File: src/rtl/gs_butterfly_if.sv
// gs_butterfly_if: operand/result valid-ready bundle for gs_butterfly.
// slave is the butterfly side, master is the producer/consumer side.
interface gs_butterfly_if;
    typedef logic [11:0] coeff_t;
    logic   in_valid_i;
    logic   in_ready_o;
    coeff_t a_i;
    coeff_t b_i;
    coeff_t zeta_i;
    logic   out_valid_o;
    logic   out_ready_i;
    coeff_t a_o;
    coeff_t b_o;
    modport slave (
        input  in_valid_i, a_i, b_i, zeta_i, out_ready_i,
        output in_ready_o, out_valid_o, a_o, b_o
    );
    modport master (
        output in_valid_i, a_i, b_i, zeta_i, out_ready_i,
        input  in_ready_o, out_valid_o, a_o, b_o
    );
endinterface

File: src/rtl/gs_butterfly.sv
// gs_butterfly: 3-stage inverse-NTT Gentleman-Sande butterfly mod 3329 with valid/ready flow control.
// Define GS_HALVE_EN to scale both outputs by 2^-1 mod Q before the output register.
module gs_butterfly #(
    parameter int Q = 3329
) (
    input  logic          clk,
    input  logic          rst_n,
    gs_butterfly_if.slave bus
);
    if (Q != 3329) begin : g_q_check
        $error("gs_butterfly: only Q=3329 is supported");
    end

    localparam logic [12:0] QW = 13'(Q);
    // floor(2^24/Q); with products below 2^24 the Barrett remainder lands in 0..2Q-1
    localparam int unsigned BARRETT_M = (1 << 24) / Q;

    logic        en;
    logic        v1, v2, v3;
    logic [11:0] s1_sum, s1_diff, s1_zeta, s2_sum, a_q, b_q;
    logic [23:0] s2_prod;
    logic [12:0] sum_w, diff_w, br;
    logic [11:0] sum_n, diff_n, bt, prod_red, a_n, b_n;

    assign en             = !v3 || bus.out_ready_i;
    assign bus.in_ready_o = en;
    assign bus.out_valid_o = v3;
    assign bus.a_o        = a_q;
    assign bus.b_o        = b_q;

    assign sum_w  = {1'b0, bus.a_i} + {1'b0, bus.b_i};
    assign diff_w = {1'b0, bus.b_i} + QW - {1'b0, bus.a_i};
    assign sum_n  = sum_w >= QW ? 12'(sum_w - QW) : sum_w[11:0];
    assign diff_n = diff_w >= QW ? 12'(diff_w - QW) : diff_w[11:0];

    assign bt       = 12'((37'(s2_prod) * 37'(BARRETT_M)) >> 24);
    assign br       = 13'(s2_prod - 24'(bt) * 24'(Q));
    assign prod_red = br >= QW ? 12'(br - QW) : br[11:0];

`ifdef GS_HALVE_EN
    function automatic logic [11:0] halve(input logic [11:0] x);
        return 12'(({1'b0, x} + (x[0] ? QW : 13'd0)) >> 1);
    endfunction
    assign a_n = halve(s2_sum);
    assign b_n = halve(prod_red);
`else
    assign a_n = s2_sum;
    assign b_n = prod_red;
`endif

    always_ff @(posedge clk or negedge rst_n) begin
        if (!rst_n) begin
            v1      <= 1'b0;
            v2      <= 1'b0;
            v3      <= 1'b0;
            s1_sum  <= '0;
            s1_diff <= '0;
            s1_zeta <= '0;
            s2_sum  <= '0;
            s2_prod <= '0;
            a_q     <= '0;
            b_q     <= '0;
        end else if (en) begin
            v1      <= bus.in_valid_i;
            s1_sum  <= sum_n;
            s1_diff <= diff_n;
            s1_zeta <= bus.zeta_i;
            v2      <= v1;
            s2_sum  <= s1_sum;
            s2_prod <= 24'(s1_diff) * 24'(s1_zeta);
            v3      <= v2;
            a_q     <= a_n;
            b_q     <= b_n;
        end
    end
endmodule

File: src/flat_wrapper.sv
// flat-port wrapper written by rule: the top's interface ports become plain ports
module gs_butterfly_flat 
#(
    parameter int Q = 3329
)
  (clk, rst_n, bus_in_valid_i, bus_a_i, bus_b_i, bus_zeta_i, bus_out_ready_i, bus_in_ready_o, bus_out_valid_o, bus_a_o, bus_b_o);
  gs_butterfly_if bus_i ();
  input  logic clk;
  input  logic rst_n;
  input wire logic [$bits(bus_i.in_valid_i)-1:0] bus_in_valid_i;
  input wire logic [$bits(bus_i.a_i)-1:0] bus_a_i;
  input wire logic [$bits(bus_i.b_i)-1:0] bus_b_i;
  input wire logic [$bits(bus_i.zeta_i)-1:0] bus_zeta_i;
  input wire logic [$bits(bus_i.out_ready_i)-1:0] bus_out_ready_i;
  output wire logic [$bits(bus_i.in_ready_o)-1:0] bus_in_ready_o;
  output wire logic [$bits(bus_i.out_valid_o)-1:0] bus_out_valid_o;
  output wire logic [$bits(bus_i.a_o)-1:0] bus_a_o;
  output wire logic [$bits(bus_i.b_o)-1:0] bus_b_o;
  assign bus_i.in_valid_i = bus_in_valid_i;
  assign bus_i.a_i = bus_a_i;
  assign bus_i.b_i = bus_b_i;
  assign bus_i.zeta_i = bus_zeta_i;
  assign bus_i.out_ready_i = bus_out_ready_i;
  assign bus_in_ready_o = bus_i.in_ready_o;
  assign bus_out_valid_o = bus_i.out_valid_o;
  assign bus_a_o = bus_i.a_o;
  assign bus_b_o = bus_i.b_o;
  gs_butterfly #(.Q(Q)) u_core (.clk(clk), .rst_n(rst_n), .bus(bus_i));
endmodule
File: config.mk
export PLATFORM = sky130hd
export DESIGN_NAME = gs_butterfly_flat
export DESIGN_NICKNAME = d
export VERILOG_FILES = /design/src/rtl/gs_butterfly_if.sv /design/src/rtl/gs_butterfly.sv /design/src/flat_wrapper.sv
export SDC_FILE = /design/constraint.sdc
export NUM_CORES = 1
export LEC_CHECK = 0
export BUFFER_PORTS_ARGS = -buffer_cell sky130_fd_sc_hd__buf_2
export CAP_MARGIN = 20
export CORE_UTILIZATION = 60
export CTS_BUF_LIST = sky130_fd_sc_hd__clkbuf_4 sky130_fd_sc_hd__clkbuf_8
export DETAILED_ROUTE_END_ITERATION = 16
export PLACE_DENSITY_LB_ADDON = 0.25
export SYNTH_ARGS = -nofsm -noshare
export SYNTH_HDL_FRONTEND = slang
export SYNTH_SLANG_ARGS = --single-unit
File: constraint.sdc
create_clock -name clk -period 9.4 [get_ports clk]
set_input_delay 0.47 -clock clk [delete_from_list [all_inputs] [get_ports clk]]
set_output_delay 0.47 -clock clk [all_outputs]
set_load 0.05 [all_outputs]
==> metrics.txt, run 1 <==
Fmax achieved=~110 MHz; sequential fraction of the synthesis area=between 10% and 20%; Pre-antenna DRT Iters=5; Final Hold Viols=0; Max Slew Vio Count=0; skew final=0.0150 ns; die width=between 150 and 200 um; crit end category=flip-flop; asr flop ratio synth=100%; post-synth cell types=72; Seq cells post-synth=99; unrepaired setup endpoints after global routing=yes; Layout Nets=approximately 2400; Post-synth EDFFs=0; H-tree levels=3; # clock sinks=just under 100; Bufs on Longest Clock Path=2; cell row count=60; Critical-path top delay cell=fa_1; vias in the first global route=between 10000 and 15000; DRT iter0 DRCs=~700; Die H=168 um; Port Buffer Count=65; setup violators final=0; CTS tree=built; setup_tns=0 ns; routability cong.=roughly 0.88; WL/cell=between 15 and 20 um; list of most frequent post-synthesis cells=inv_1 (337), nand2_1 (296), ha_1 (256); maxcap violations=0; Routed Antenna Nets=0; Clock Latency Late Sink=0.40 ns; Mapped Nets=2352; Initial Utilization=between 60% and 70%; CTS clk-pin slew, worst paths=0.12 ns; critical path class=reg -> reg; period utilisation layout=a little over nine tenths; Arr. time, crit path=around 9.5 ns; nature of the critical path startpoint=flip-flop; status=complete, no violations; WP data required=about 9.7 ns; Core Region=between 20000 and 30000 um2; Ys Warns=0; Gate Count Post-Synth=approximately 1800; mapped cell area=16500 um2; top_reg_cell synth=dfrtp_1; Rel. slew slack=a little under two fifths; Worst Path Max Fanout=7; share of layout cells above drive strength 1=between 10% and 20%; clk root buf=clkbuf_8; antenna fix cells=0; CTS buffer count=9; half-perimeter wire length after placement=between 20 and 30 mm; GRT Util Overall=a little over a quarter; initial antenna violation count=0; biggest area consumer among synthesized cells=fa_1; GRT overflow=0; most frequent cell after synthesis=inv_1; Tightest Pin Transition=0.941 ns; die footprint=~28000 um2; share of the synthesized area in the top cell type=approximately 28%; Area contributors post-synth=fa_1 (28%), ha_1 (19%), dfrtp_1 (15%); min cycle time layout=9.24 ns; Total Wirelength=between 30 and 40 mm; Hold WC Path Type=in -> reg; Synth Area per Inst=9.04 um2; DR DRC count=0; first-pass GRT wire length=61.5 mm; largest net degree at the start of global routing=80; via count=roughly 13000; # IOs=66; drt via density=about 5.6; Layout area overhead=9.38%; Max stage delay on crit path=around 0.54 ns
-- kinds of logic (layout without fill, tap and decap cells) --
group	after synthesis	in the layout	synth area share, %
xor gates and xnor gates	83	83	4.49
and+or+nand+nor	519	519	14.0
adders and majority gates	490	490	47.9
buffers and inverters	389	476	8.89
muxes	7	7	0.448
AOI/OAI and AO/OA	235	235	9.31
DFF	99	99	15.0
-- layout by cell type, fill, tap and decap left out, types with 52 or more instances in the layout --
cell / netlist / final
inv_1: 337 / 335
a21oi_1: 73 / 69
buf_4: 1 / 52
xnor2_1: 55 / 52
ha_1: 256 / 251
nand2_1: 296 / 295
nor2_1: 81 / 77
fa_1: 234 / 229
buf_2: 1 / 64
dfrtp_1: 99 / 82
-- path summary, 6_finish.rpt --
kind | start | end | slack (ns) | depth (start not counted)
setup / recovery | u_core.s2_prod[17] | u_core.bus.b_o[6] | 0.16 | 38
setup reg to reg | u_core.s2_prod[17] | u_core.bus.b_o[6] | 0.16 | 38
max in group asynchronous | rst_n | u_core.s2_prod[16] | 7.97 | 4
min in group asynchronous | rst_n | u_core.bus.b_o[3] | 0.50 | 2
hold / removal | bus_in_valid_i | u_core.v1 | 0.27 | 3
hold reg to reg | u_core.a_n[2] | u_core.a_n[2] | 0.48 | 2
-- critical path: cells and delay by family (launching register included) --
family / cells / cell delay, ns
compound gates: 9 / 1.58
xor+xnor: 1 / 0.06
fa+ha+maj: 11 / 4.43
mux: 2 / 0.45
simple gates: 6 / 1.18
buf+inv: 9 / 0.95
flops: 1 / 0.47
-- repair_timing --
item                                    in CTS  in global routing
hold buffers                                 1                  0
gates resized for setup                      3                 77
hold endpoints to repair                    20                  0
pin swaps                                    0                 44
endpoints found under the setup margin       8                 12
cloned                                       0                  0
buffers inserted                             0                 38
-- state kept, by name (all words and copies together), names as in the netlist --
name,cells
u_core.s2_prod,24
u_core.v1,1
u_core.s1_zeta,12
u_core.v2,1
u_core.s1_diff,12
u_core.bus.out_valid_o,1
u_core.a_n,12
u_core.bus.b_o,12
u_core.s1_sum,12
u_core.bus.a_o,12
-- area by class of cell --
| class | instances | area (um2) |
|---|---|---|
| fillers | 2136 | 8930 |
| well taps | 341 | 427 |
| repair buffers | 122 | 802 |
| clock buffers | 9 | 124 |
| flip-flops and latches | 99 | 2500 |
| clock inverters | 7 | 78.8 |
| inverters | 338 | 1270 |
| multi-input cells | 1334 | 12800 |
-- metrics by stage --
| step | instance area, um2 | instances | util (%) | hold WS (ns) | worst slack (ns) |
|---|---|---|---|---|---|
| finish | 18000 | 2250 | 66.9 | 0.265 | 0.159 |
| global route | 18000 | 2250 | 66.9 | 0.264 | -0.209 |
| CTS | 17400 | 2212 | 64.6 | 0.252 | 0.00441 |
| detailed placement | 17200 | 2195 | 63.8 | 0.381 | -0.0343 |
| global placement | 17200 | 2195 | 63.8 | 0.376 | 0.199 |
| floorplan | 16500 | 1822 | - | 0.174 | 0.605 |
-- layer usage --
layer	share of wire, %	global-route usage, %	wire length [um]	vias to the layer above
met5	0	0	0	-
met4	2.3	7.66	850	0
met3	3.3	2.20	1190	52
met2	51	47.9	18700	287
met1	43	36.4	15800	6220
li1	-	-	-	5946
Power of run 1 is not shown: default switching activity piles up to over one toggle a cycle in this logic, so the estimate is an artifact.
==> run 2: changes to the inputs <==
==> constraint.sdc (replaced) <==
create_clock -name clk -period 10.7 [get_ports clk]
set_input_delay 0.535 -clock clk [delete_from_list [all_inputs] [get_ports clk]]
set_output_delay 0.535 -clock clk [all_outputs]
set_load 0.05 [all_outputs]
==> metrics.txt, run 2 (same netlist as run 1, synthesis figures left out) <==
Sequential Area=2480 um2; Design Area, Final=17300 um2; largest net degree at the start of global routing=~100; Crit Reg-Reg Startpoint=u_core.s2_prod[14]; GRT overflow=0; Reg with most FFs=u_core.s2_prod; Initial Utilization=61.1%; final non-filler cell total=between 2000 and 2500; Largest register FFs=24; initial antenna violation count=0; CTS clk-pin slew, worst paths=0.13 ns; maxcap violations=0; min cycle time layout=between 9 and 10 ns; setup_tns=0 ns; # fillers=about 2300; critical path class=reg -> reg; Hold WC Path Type=in -> async; multi-input logic area=12600 um2; CTS tree=built; H-tree levels=3; Setup Buffers After CTS=0; DRT iter0 DRCs=511; status=complete, no violations; placed cells=around 2200; Bufs on Longest Clock Path=2; Arr. time, crit path=10.15 ns; cell row count=60; Total Wirelength=approximately 36 mm; WL/cell=between 15 and 20 um; WP data required=between 10 and 15 ns; unrepaired setup endpoints after global routing=no; Routed Antenna Nets=0; Die H=168 um; period utilisation layout=92.0%; # clock sinks=99; routability cong.=around 0.92; Hold Buf Count CTS=0; Post-Place Cell Area=~17000 um2; Worst Path Max Fanout=12; drt via density=approximately 5.6; crit end category=flip-flop; die width=roughly 170 um; skew final=about 0.018 ns; Layout area overhead=4.89%; DR DRC count=0; Pre-antenna DRT Iters=6; final core utilization=64.1%; Post-CTS Resized=0; GRT Util Overall=about 28%; Max Slew Vio Count=0; vias in the first global route=around 13000; via count=approximately 12000; first-pass GRT wire length=around 62 mm; share of layout cells above drive strength 1=5.55%; commonest non-fill, non-tap cell in the layout=inv_1; Setup crit start=u_core.s2_prod[14]; setup violators final=0; most used cells in the layout excluding fill and tap cells=inv_1 (337), nand2_1 (296), ha_1 (256); CTS buffer count=9; # IOs=between 60 and 70; Fmax achieved=about 100 MHz; Tightest Pin Transition=roughly 1 ns; Clock Latency Late Sink=just over 0.4 ns; Most Frequent Cell on Critical Path=fa_1; Rel. slew slack=between 30% and 40%; Final Hold Viols=0; Layout Nets=between 2000 and 2500; clk root buf=clkbuf_8; Port Buffer Count=65; Core Region=27000 um2; antenna fix cells=0; nature of the critical path startpoint=flip-flop; half-perimeter wire length after placement=approximately 30 mm; Max stage delay on crit path=approximately 0.65 ns; Critical-path top delay cell=fa_1; die footprint=about 28000 um2
[run 2: final cells by class]
class / instances / area share, %
Clock inverter: 7 / 0.449
Tap cell: 341 / 2.47
Clock buffer: 9 / 0.717
Inverter: 338 / 7.35
Multi-Input combinational cell: 1334 / 72.6
Timing Repair Buffer: 69 / 2.07
Sequential cell: 99 / 14.3
[run 2: final timing paths]
check                      cells after the start           endpoint  slack (ns)
min                                            1  u_core.bus.b_o[6]        0.08
max in group asynchronous                      2  u_core.s1_zeta[2]        9.41
min in group clk                               3  u_core.s1_zeta[8]        0.32
max reg2reg                                   35  u_core.bus.b_o[6]        0.86
min reg2reg                                    2  u_core.bus.a_o[9]        0.47
max                                           35  u_core.bus.b_o[6]        0.86
[run 2: per-stage QoR]
step	hold slack [ns]	worst slack, ns
2_1_floorplan	0.239	1.91
3_3_place_gp	0.446	1.07
3_5_place_dp	0.452	0.735
4_1_cts	0.0811	0.734
5_1_grt	0.0974	0.231
6_report	0.0805	0.856
[run 2: per-layer routing]
layer  GRT usage, %  part of all wire (%)  vias up
met1           36.6                    44     6026
met2           48.0                    49      266
met5              0                     0        -
met4           7.90                   2.4        0
met3           2.91                   3.8       61
li1               -                     -     5842
[run 2: worst max-delay path, delay by kind of cell, from the launching register on]
kind	cells	cell delay (ns)
XOR/XNOR	4	0.87
buffers and inverters	5	0.41
adder cells (fa/ha/maj)	10	4.30
AO/OA/AOI/OAI	8	2.11
AND/OR/NAND/NOR	6	1.13
multiplexers	2	0.38
flip-flops	1	0.54
Power of run 2 is left out for the same reason.
==> run 3: changes to the inputs <==
--- a/config.mk
+++ b/config.mk
@@ -5,6 +5,7 @@
 export SDC_FILE = /design/constraint.sdc
 export NUM_CORES = 1
 export LEC_CHECK = 0
+export ABC_AREA = 1
 export BUFFER_PORTS_ARGS = -buffer_cell sky130_fd_sc_hd__buf_2
 export CAP_MARGIN = 20
 export CORE_UTILIZATION = 60
==> metrics.txt, run 3 <==
# fillers=2644; half-perimeter wire length after placement=between 30 and 40 mm; # clock sinks=just under 100; Total Wirelength=about 41 mm; period utilisation layout=approximately 86%; crit end category=flip-flop; first-pass GRT wire length=69.0 mm; Core Region=slightly below 30000 um2; Final Hold Viols=0; post-synth cell types=44; largest net degree at the start of global routing=107; status=complete, no violations; via count=14450; clk root buf=clkbuf_8; unrepaired setup endpoints after global routing=no; biggest area consumer among synthesized cells=fa_1; Hold Path Depth=3; mapped cell area=around 18000 um2; Max stage delay on crit path=0.56 ns; Pre-antenna DRT Iters=5; Routed Antenna Nets=0; Layout area overhead=4.51%; drt via density=around 5.2; top_reg_cell synth=dfrtp_1; min cycle time layout=around 9.2 ns; Critical-path top delay cell=dfrtp_1; sequential fraction of the synthesis area=between 10% and 20%; WP buf/inv=6; Synth Area per Inst=between 7 and 8 um2; FF-to-FF setup slack=1.54 ns; Reg with most FFs=u_core.s2_prod; CTS tree=built; most frequent cell after synthesis=nand2_1; DR DRC count=0; Setup Buffers After CTS=0; most used cells in the layout excluding fill and tap cells=nand2_1 (706), inv_1 (527), ha_1 (256); Post-synth EDFFs=0; Tightest Pin Transition=just under 1 ns; share of layout cells above drive strength 1=under 10%; reg2reg path depth=45; critical path class=reg -> reg; family with the most delay on the worst path=adder cells; Ys Warns=0; Max Slew Vio Count=0; commonest non-fill, non-tap cell in the layout=nand2_1; Area contributors post-synth=fa_1 (26%), ha_1 (18%), nand2_1 (15%); Fmax achieved=between 100 and 150 MHz; Layout Nets=between 2000 and 3000; Gate Count Post-Synth=2386; Worst path depth=45; Bufs on Longest Clock Path=2; initial antenna violation count=0; Seq cells post-synth=just under 100; maxcap violations=0; # IOs=66; Rel. slew slack=34.0%; Most Frequent Cell on Critical Path=nand2_1; Initial Utilization=about three fifths; Mapped Nets=2916; share of the synthesized area in the top cell type=between 20 and 30%; vias in the first global route=about 14000; Port Buffer Count=between 60 and 70; CTS buffer count=9; list of most frequent post-synthesis cells=nand2_1 (706), inv_1 (528), ha_1 (256); GRT overflow=0; setup_tns=0 ns; skew final=around 0.022 ns; Die H=roughly 180 um; GRT Util Overall=~28%; Arr. time, crit path=~9.5 ns; nature of the critical path startpoint=flip-flop; antenna fix cells=0; routability cong.=0.954; Largest register FFs=24; Hold WC Path Type=in -> reg; Clock Latency Late Sink=around 0.4 ns; CTS clk-pin slew, worst paths=about 0.11 ns; setup violators final=0; die footprint=between 30000 and 40000 um2; die width=around 180 um; Worst Path Max Fanout=13; DRT iter0 DRCs=around 750; H-tree levels=3; asr flop ratio synth=100%; WL/cell=14.5 um; cell row count=63; WP data required=between 10 and 15 ns
## run 3: cell types whose count changed after synthesis, moves of 8 or more
cell and delta:
nand4_1 +35, o21ai_0 +25, nand3_1 +63, inv_1 +191, and2_1 -47, a21oi_1 -15
o211ai_1 -11, nand2b_1 -8, xnor2_1 -35, nor2_1 +10, nand2_1 +410, o21ai_1 -10
o21a_1 -14, xor2_1 +19
## run 3: area by class of cell
class	instances	area (um2)	share of cell area [%]
well taps	390	488	2.57
repair buffers	69	360	1.90
clock buffers	9	124	0.653
inverters	534	2000	10.6
clock inverters	7	88.8	0.468
multi-input cells	1695	13400	70.8
flip-flops and latches	99	2480	13.1
## run 3: layer usage
| layer | wire length, um | global-route usage [%] | up-vias |
|---|---|---|---|
| li1 | - | - | 7267 |
| met1 | 18500 | 37.5 | 6832 |
| met2 | 19800 | 47.8 | 306 |
| met3 | 1470 | 2.76 | 45 |
| met4 | 779 | 7.17 | 0 |
| met5 | 0 | 0 | - |
## run 3: timing repair
action                                  in CTS  in global routing
hold buffers                                 1                  0
endpoints found under the setup margin       0                  0
hold endpoints to repair                     2                  0
resized for setup                            0                  0
## run 3: worst paths after layout
check                                   start                 end
setup reg to reg           u_core.s2_prod[21]   u_core.bus.b_o[2]
setup / recovery           u_core.s2_prod[21]   u_core.bus.b_o[2]
min in group asynchronous               rst_n   u_core.s1_sum[11]
hold / removal                  bus_zeta_i[4]   u_core.s1_zeta[4]
hold reg to reg              u_core.s1_sum[0]    u_core.s1_sum[0]
max in group asynchronous               rst_n  u_core.s2_prod[19]
## run 3: cell families (layout without fill, tap and decap cells)
kind of cell	count (synthesis)	count (layout)	synth area share (%)
buf+inv	592	619	12.4
compound gates	167	167	5.15
flops	99	99	13.6
simple gates	968	968	21.8
xor+xnor	70	70	3.54
fa+ha+maj	490	490	43.4
## run 3: worst register-to-register path, delay by kind of cell (launching register included)
family	cells	cell delay [ns]
compound gates	4	0.68
xor+xnor	1	0.27
fa+ha+maj	11	4.64
buf+inv	6	0.47
flops	1	0.56
simple gates	23	2.49
## run 3: through the flow
step,std cells,setup slack [ns],area (um2),hold slack [ns],util (%)
2_1_floorplan,2386,2.86,18200,0.239,-
3_3_place_gp,2786,1.66,18800,0.451,63.1
3_5_place_dp,2786,1.48,18800,0.449,63.1
4_1_cts,2803,1.49,19000,0.307,63.9
5_1_grt,2803,0.792,19000,0.316,63.9
6_report,2803,1.54,19000,0.324,63.9
Power of run 3 is left out for the same reason.
